[src/rtl/dmem_responder.sv]
// dmem_responder: single-port data-memory responder with programmable wait states.
//
// An access is accepted in IDLE when req=1. Address, direction and write data
// are captured on the accepting edge and the block then ignores its request
// inputs until the access completes. ready pulses for exactly one cycle,
// WAIT_CYCLES+1 cycles after the accepting edge. rd and err are valid only
// while ready=1 and are 0 otherwise.
//
// Storage is DEPTH 32-bit words addressed by a[log2(DEPTH)+1:2]. Misaligned and
// out-of-range accesses complete with err=1, rd=0 and no write.
//
// Optional feature (macro DMEM_RESPONDER_MMIO_EN):
//   0xFFFF_FFF0  free-running cycle counter; a write clears it. A read returns
//                the value the counter holds during the read's ready cycle.
//   0xFFFF_FFF4  completed-access counter (one count per ready pulse, counted
//                as the pulse ends); a write completes with err=1.
// Without the macro both addresses are out of range.
//
// Ports:
//   clk    in   clock, all state changes on the rising edge
//   reset  in   synchronous active-high reset (storage is not cleared)
//   req    in   request valid
//   we     in   1 = write, 0 = read
//   a      in   byte address [31:0]
//   wd     in   write data [31:0]
//   rd     out  read data [31:0]
//   ready  out  one-cycle completion pulse
//   err    out  error flag
module dmem_responder #(
  parameter int unsigned WAIT_CYCLES = 2,
  parameter int unsigned DEPTH       = 64
) (
  input  logic        clk,
  input  logic        reset,
  input  logic        req,
  input  logic        we,
  input  logic [31:0] a,
  input  logic [31:0] wd,
  output logic [31:0] rd,
  output logic        ready,
  output logic        err
);

  localparam int unsigned IDX_W     = (DEPTH > 1) ? $clog2(DEPTH) : 1;
  localparam logic [3:0]  WAIT_LOAD = 4'(WAIT_CYCLES);

  typedef enum logic [1:0] {
    IDLE = 2'd0,
    BUSY = 2'd1,
    DONE = 2'd2
  } state_t;

  state_t      state;
  state_t      state_next;
  logic [3:0]  cnt;
  logic        we_lat;
  logic [31:0] a_lat;
  logic [31:0] wd_lat;
  logic [31:0] mem [DEPTH];

  logic        accept;
  logic        finish;
  logic        cur_we;
  logic [31:0] cur_a;
  logic [31:0] cur_wd;
  logic [31:0] word_idx;
  logic [IDX_W-1:0] idx;
  logic        misaligned;
  logic        ram_hit;
  logic        cyc_hit;
  logic        acc_hit;
  logic        fault;
  logic        ram_write;
  logic [31:0] read_val;
  logic [31:0] rd_q;
  logic        err_q;

  assign accept = (state == IDLE) && req;

  // With zero wait states the access finishes on its accepting edge, before
  // the latched copies exist, so the live inputs are used while in IDLE.
  assign cur_we = (state == IDLE) ? we : we_lat;
  assign cur_a  = (state == IDLE) ? a  : a_lat;
  assign cur_wd = (state == IDLE) ? wd : wd_lat;

  assign word_idx   = {2'b00, cur_a[31:2]};
  assign idx        = cur_a[IDX_W+1:2];
  assign misaligned = (cur_a[1:0] != 2'b00);
  assign ram_hit    = !misaligned && (word_idx < DEPTH);

  always_comb begin
    state_next = state;
    finish     = 1'b0;
    case (state)
      IDLE: begin
        if (req) begin
          if (WAIT_CYCLES == 0) begin
            state_next = DONE;
            finish     = 1'b1;
          end else begin
            state_next = BUSY;
          end
        end
      end
      BUSY: begin
        if (cnt == 4'd1) begin
          state_next = DONE;
          finish     = 1'b1;
        end
      end
      DONE:    state_next = IDLE;
      default: state_next = IDLE;
    endcase
  end

`ifdef DMEM_RESPONDER_MMIO_EN
  localparam logic [31:0] CYC_ADDR = 32'hFFFF_FFF0;
  localparam logic [31:0] ACC_ADDR = 32'hFFFF_FFF4;

  logic [31:0] cyc_cnt;
  logic [31:0] acc_cnt;

  assign cyc_hit = (cur_a == CYC_ADDR);
  assign acc_hit = (cur_a == ACC_ADDR);

  always_ff @(posedge clk) begin
    if (reset) begin
      cyc_cnt <= '0;
      acc_cnt <= '0;
    end else begin
      cyc_cnt <= (finish && cur_we && cyc_hit) ? 32'd0 : cyc_cnt + 32'd1;
      if (state == DONE) begin
        acc_cnt <= acc_cnt + 32'd1;
      end
    end
  end
`else
  assign cyc_hit = 1'b0;
  assign acc_hit = 1'b0;
`endif

  assign fault     = misaligned || !(ram_hit || cyc_hit || acc_hit) || (cur_we && acc_hit);
  assign ram_write = finish && cur_we && ram_hit;

  always_comb begin
    read_val = '0;
    if (!cur_we && !fault) begin
      if (ram_hit) begin
        read_val = mem[idx];
      end
`ifdef DMEM_RESPONDER_MMIO_EN
      // rd is registered on the edge entering DONE; +1 gives the value the
      // counter holds during the DONE cycle itself.
      else if (cyc_hit) begin
        read_val = cyc_cnt + 32'd1;
      end else if (acc_hit) begin
        read_val = acc_cnt;
      end
`endif
    end
  end

  // Stage boundary: request capture on the accepting edge
  always_ff @(posedge clk) begin
    if (accept) begin
      we_lat <= we;
      a_lat  <= a;
      wd_lat <= wd;
    end
  end

  // Stage boundary: storage update on the edge entering DONE
  always_ff @(posedge clk) begin
    if (!reset && ram_write) begin
      mem[idx] <= cur_wd;
    end
  end

  // Stage boundary: control state and registered response
  always_ff @(posedge clk) begin
    if (reset) begin
      state <= IDLE;
      cnt   <= '0;
      rd_q  <= '0;
      err_q <= 1'b0;
    end else begin
      state <= state_next;
      if (accept) begin
        cnt <= WAIT_LOAD;
      end else if (state == BUSY) begin
        cnt <= cnt - 4'd1;
      end
      rd_q  <= finish ? read_val : 32'd0;
      err_q <= finish && fault;
    end
  end

  assign ready = (state == DONE);
  assign rd    = rd_q;
  assign err   = err_q;

endmodule

[config.mk]
export PLATFORM = sky130hd
export DESIGN_NAME = dmem_responder
export DESIGN_NICKNAME = d
export VERILOG_FILES = /design/src/rtl/dmem_responder.sv
export SDC_FILE = /design/constraint.sdc
export NUM_CORES = 2
export LEC_CHECK = 0
export CAP_MARGIN = 20
export CORE_ASPECT_RATIO = 0.75
export CORE_MARGIN = 5
export CORE_UTILIZATION = 45
export CTS_CLUSTER_DIAMETER = 200
export CTS_CLUSTER_SIZE = 40
export DETAILED_ROUTE_END_ITERATION = 10
export HOLD_SLACK_MARGIN = 0.12
export REMOVE_ABC_BUFFERS = 1
export SLEW_MARGIN = 20
export SYNTH_ARGS = -nofsm -noshare
export SYNTH_HDL_FRONTEND = slang
export SYNTH_SLANG_ARGS = --single-unit
[constraint.sdc]
create_clock -name clk -period 5.1 [get_ports clk]
set_clock_uncertainty 0.1 [all_clocks]
set_input_delay 0.51 -clock clk [delete_from_list [all_inputs] [get_ports clk]]
set_output_delay 0.51 -clock clk [all_outputs]
set_load 0.1 [all_outputs]
== Word level (Yosys, flattened, before mapping) ==
Memory sizes are Yosys's and may differ from the RTL's. A register that Yosys moved wholly into a read port is not among the register bits.
Cells that the tools add are included.
W data, S select, Z words.

* Register bits after elaboration: 72
* Output and inout bits: 34
* Input port bits: 68
* Memories: 1
* Memory bits (read-only): 0
* Latch bits: 0
* Bits in writable memories: 2048

* Bitwise operators: 3
* Shift-type cells: 0
* Muxes and demuxes: 12
* Multiply operators: 0
* $add $sub $neg: 1
* Equal/unequal tests: 5
* Magnitude comparators: 1
* Reductions and logical operators: 19
* Divide/modulo/power cells: 0

{| class="wikitable"
|+ Memory list
! name !! depth !! width !! rd ports !! clocked after memory_dff !! write ports !! line !! text
|-
| mem || 64 || 32 || 1 || 1 || 1 || 59 || <nowiki>logic [31:0] mem [DEPTH];</nowiki>
|}

{| class="wikitable"
|+ Operators with widths
! cell !! number
|-
| $mux W32 || 2
|-
| $lt A30 B7 Y1 const B || 1
|-
| $mux W2 || 4
|-
| $logic_and A1 B1 Y1 || 7
|-
| $logic_not A1 Y1 || 5
|-
| $mux W1 || 5
|-
| $eq A4 B1 Y1 const B || 1
|-
| $ne A2 B2 Y1 const B || 2
|-
| $pmux W2 S2 || 1
|-
| $reduce_bool A2 Y1 || 2
|-
| $reduce_or A4 Y1 || 1
|-
| $sub A4 B1 Y4 const B || 1
|-
| $not A1 Y1 || 3
|-
| $eq A2 B1 Y1 const B || 1
|-
| $eq A2 B2 Y1 const B || 1
|-
| $logic_not A2 Y1 || 1
|-
| $reduce_and A2 Y1 || 1
|-
| $reduce_or A2 Y1 || 1
|-
| $logic_or A1 B1 Y1 || 1
|}

== Logic depth before layout (Yosys ltp) ==
* Depth after elaboration: 11
* Gate-level depth with buffers: 13
* Depth with buffers taken out: 7

== Least setup slack after synthesis ==
No wires, ideal clock.

* Path type: in2reg
* Start: in a[1]
* End: mem mem[11][0] (enable)
* Stages on the path: 9
* Slack: 0.865 ns
* Arrival time: 3.714 ns
* Setup time: 0.421 ns
* Cells stage by stage: nor4_1 > nand4_1 > a221oi_1 > nor2b_1 > nor2b_1 > clkbuf_1 > or3b_2 > clkbuf_1 > nor2_1

* Cells in the longest elaborated chain, start to end: 8

{| class="wikitable"
|+ Ends and longest elaborated chain
! element !! line !! text
|-
| start: declaration || 37 || <nowiki>input logic [31:0] a,</nowiki>
|-
| $mux W32 || 83 || <nowiki>assign cur_a = (state == IDLE) ? a : a_lat;</nowiki>
|-
| $reduce_bool A2 Y1 || 88 || <nowiki>assign misaligned = (cur_a[1:0] != 2'b00);</nowiki>
|-
| $logic_not A1 Y1 || 89 || <nowiki>assign ram_hit = !misaligned && (word_idx < DEPTH);</nowiki>
|-
| $logic_and A1 B1 Y1 || 89 ||
|-
| $logic_and A1 B1 Y1 || 143 || <nowiki>assign ram_write = finish && cur_we && ram_hit;</nowiki>
|-
| $logic_and A1 B1 Y1 || 174 || <nowiki>if (!reset && ram_write) begin</nowiki>
|-
| $mux W1 || 174 ||
|-
| $mux W1 (not written as such) || 175 || <nowiki>mem[idx] <= cur_wd;</nowiki>
|-
| end: declaration || 59 ||
|}

No other way between the ends.

== Final worst setup path ==
* Start: reg state[1]
* End: mem mem[3][15] (enable)

* Cells in the longest elaborated chain, start to end: 9
* Elaborated cells on any way between the ends: 14

{| class="wikitable"
|+ Ends and longest elaborated chain
! element !! line !! text
|-
| start: declaration || 53 || <nowiki>state_t state;</nowiki>
|-
| start signal: assignment || 187 || <nowiki>state <= state_next;</nowiki>
|-
| branches (longest 9 deep; another with $lt A30 B7 Y1) || n/a ||
|}

Parallel ways; which one is timed is not known.

==> summary.txt <==
Via density: 6.72
clk slew on worst S/H paths: 150 ps
initial antenna violation count: 12
# IOs: 102
area of the multi-input gates: 0.0150 mm2
Top FF cell, synth: edfxtp_1
CTS sink count: 2152
top post-synthesis cells by count: 2113 x edfxtp_1, 493 x a22oi_1, 229 x nand2_1, 218 x a222oi_1, 182 x a31oi_1
Worst Setup Start Kind: register
FP Rows: 133
max-slew headroom at the worst pin: 26.6%
Max-Cap Viols: 0
placed inst area: 0.0860 mm2
asr flop ratio synth: 0%
synth unique cells: 63
fill cell total of the finished layout: 14300
period utilisation layout: 90.7%
vias in the first global route: 43800
Longest Clk Path Bufs: 3
final setup violation count: 0
HP Class: in2reg
Global Route Usage Sum: 26.9%
Worst Hold Path EP: wd_lat[11]
Worst Slack Setup Final: 475 ps
Worst Max-Slew Pin Slew: 1100 ps
top cells by area, synth: edfxtp_1 80%, a22oi_1 4.6%, a222oi_1 2.7%
CP arrival: 4960 ps
drt wl/cell: 36.8 um
cts repair resizes: 0
worst path required time: 5430 ps
Leak Pwr: 0.0259 uW
area grow syn2layout: 10.1%
pin count of the biggest net entering global routing: 98
sequential cell area: 0.0642 mm2
Crit Path Category: reg2reg
Final Hold Fails: 0
CP peak stage delay: 820 ps
post-synthesis cell count: 4409
IO Port Bufs: 101
post-synthesis sequential area ratio: 80.6%
cell area after synthesis: 0.0797 mm2
R2R Path End: mem[3][15]
syn_area_per_cell: 18.1 um2
worst r2r src: state[1]
DP HPWL: 150 mm
NumNets Final: 4606
top-area cell type share of the netlist area: 79.6%
CTS Buf Count: 59
fraction of layout cells with a size suffix above 1: 13.1%
GPL Wtd Cong: 0.838
Die ar.: 0.186 mm2
DRC: 0
RSZ-0062 raised after global routing: false
CTS Root Cell: clkbuf_16
first-pass GRT wire length: 354 mm
Post-synth EDFFs: 2113
Max stage delay cell, worst path: dfxtp_1
Post-CTS Hold Buffers: 0
run status: finished, final reports clean
cell depth of the worst hold path: 1
#FFs+latches synth: 2152
1st-pass router iterations: 9
r2r worst-path depth: 9
H-tree depth: 2
top fanout value on the critical path: 20
min Tclk post-route: 4620 ps
Core ar.: 0.176 mm2
VDD IR max: 315 uV
first-iteration detailed-routing DRC count: 8406
GRT overflow: 0
ANT nets after route: 0
Pins Over Slew Limit: 0
fmax: 216 MHz
Worst-Skew Late Latency: 800 ps
CP cell instances: or2_2 > nand4_1 > a221oi_1 > nor2b_1 > nor2b_1 > buf_4 > or3b_2 > nor2_4 > buf_4
Die W: 496 um
Die Y: 374 um
HP Start: wd[11]
count leader, synth: edfxtp_1
CTS tree: done
PwrDens: 337 mW/mm2
Place WS: 347 ps
final wirelength: 256 mm
Initial Utilization: 45.3%
Synth area leader: edfxtp_1
r2r setup slk: 480 ps
Final Cell Area: 0.0878 mm2
YS warnings: 0
total number of vias: 46700
Crit. End Element: register
postcts setup bufs: 0
[worst max path at each step]
stage	startpoint	to	slack (ps)
6_report	state[1]	mem[3][15]	480
5_1_grt	state[1]	mem[3][15]	340
4_1_cts	state[1]	mem[3][15]	560
3_5_place_dp	a[9]	mem[3][29]	350
3_3_place_gp	a[9]	mem[3][7]	370
2_1_floorplan	a_lat[2]	mem[39][0]	-8020
[cell families (layout without fill, tap and decap cells)]
kind of cell    count (synthesis)  count (layout)  share of synthesized area [%]
buf+inv                       308             482                           1.69
compound gates               1235            1235                           12.0
mux                           169             169                           2.38
xor+xnor                        1               1                         0.0110
fa+ha+maj                       2               2                         0.0314
simple gates                  542             542                           3.30
flops                        2152            2152                           80.6
other cells                     0               4                              0
[cells in the final DEF, fill, tap and decap left out, types with 23 or more instances in the layout]
| master | instances |
|---|---|
| a22oi_1 | 493 |
| a221oi_1 | 80 |
| or4_1 | 23 |
| mux2_2 | 111 |
| a31oi_1 | 182 |
| clkbuf_1 | 45 |
| edfxtp_1 | 2113 |
| mux2i_1 | 37 |
| dfxtp_1 | 39 |
| and4_1 | 26 |
| a21oi_1 | 47 |
| nand4_1 | 47 |
| nor4_1 | 28 |
| o21ai_0 | 82 |
| nor2_4 | 75 |
| clkbuf_16 | 60 |
| a222oi_1 | 218 |
| clkdlybuf4s50_1 | 100 |
| nand2_1 | 190 |
| nand2_2 | 29 |
| nor2_1 | 44 |
| buf_12 | 67 |
| buf_4 | 199 |
| a22o_1 | 38 |
[area by class of cell]
| class | instances | area share [%] |
|---|---|---|
| Sequential cell | 2152 | 73.2 |
| Clock inverter | 3 | 0.0385 |
| Clock buffer | 105 | 1.90 |
| Timing Repair Buffer | 367 | 4.40 |
| Antenna cell | 4 | 0.0114 |
| Tap cell | 2362 | 3.37 |
| Multi-Input combinational cell | 1949 | 17.0 |
| Inverter | 7 | 0.0299 |
[power breakdown]
part	leakage, uW	total [uW]	switching, uW	internal (uW)
Sequential	0.0194	19800	15.9	19800
Combinational	0.00569	2530	1840	691
Clock	0.000809	7290	5010	2280
[flip-flops by register name, summed over array words and instances (netlist names)]
| name | count |
|---|---|
| a_lat | 32 |
| cnt | 4 |
| err | 1 |
| mem | 2048 |
| rd | 32 |
| state | 2 |
| wd_lat | 32 |
| we_lat | 1 |
[critical path: cells and delay by family, from the launching register on]
| family | cells | cell delay [ps] |
|---|---|---|
| simple gates | 6 | 2080 |
| flops | 1 | 820 |
| buf+inv | 2 | 650 |
| compound gates | 1 | 590 |
[per-layer routing]
| metal | track usage (%) | part of all wire (%) |
|---|---|---|
| met5 | 0 | 0.085 |
| met4 | 7.09 | 3.1 |
| met3 | 5.29 | 12 |
| met2 | 39.6 | 44 |
| met1 | 41.1 | 41 |
[through the flow]
step	TNS, ps	utilization (%)	power [uW]	std cells	hold WS, ps
6_report	0	49.9	29600	6949	217
3_5_place_dp	0	48.9	22700	6835	426
3_3_place_gp	0	48.9	22600	6833	409
5_1_grt	0	49.9	30400	6946	173
2_1_floorplan	-4902200	-	21500	4108	384
4_1_cts	0	49.9	29600	6943	168
No activity file was read; power rests on OpenSTA's default activity.
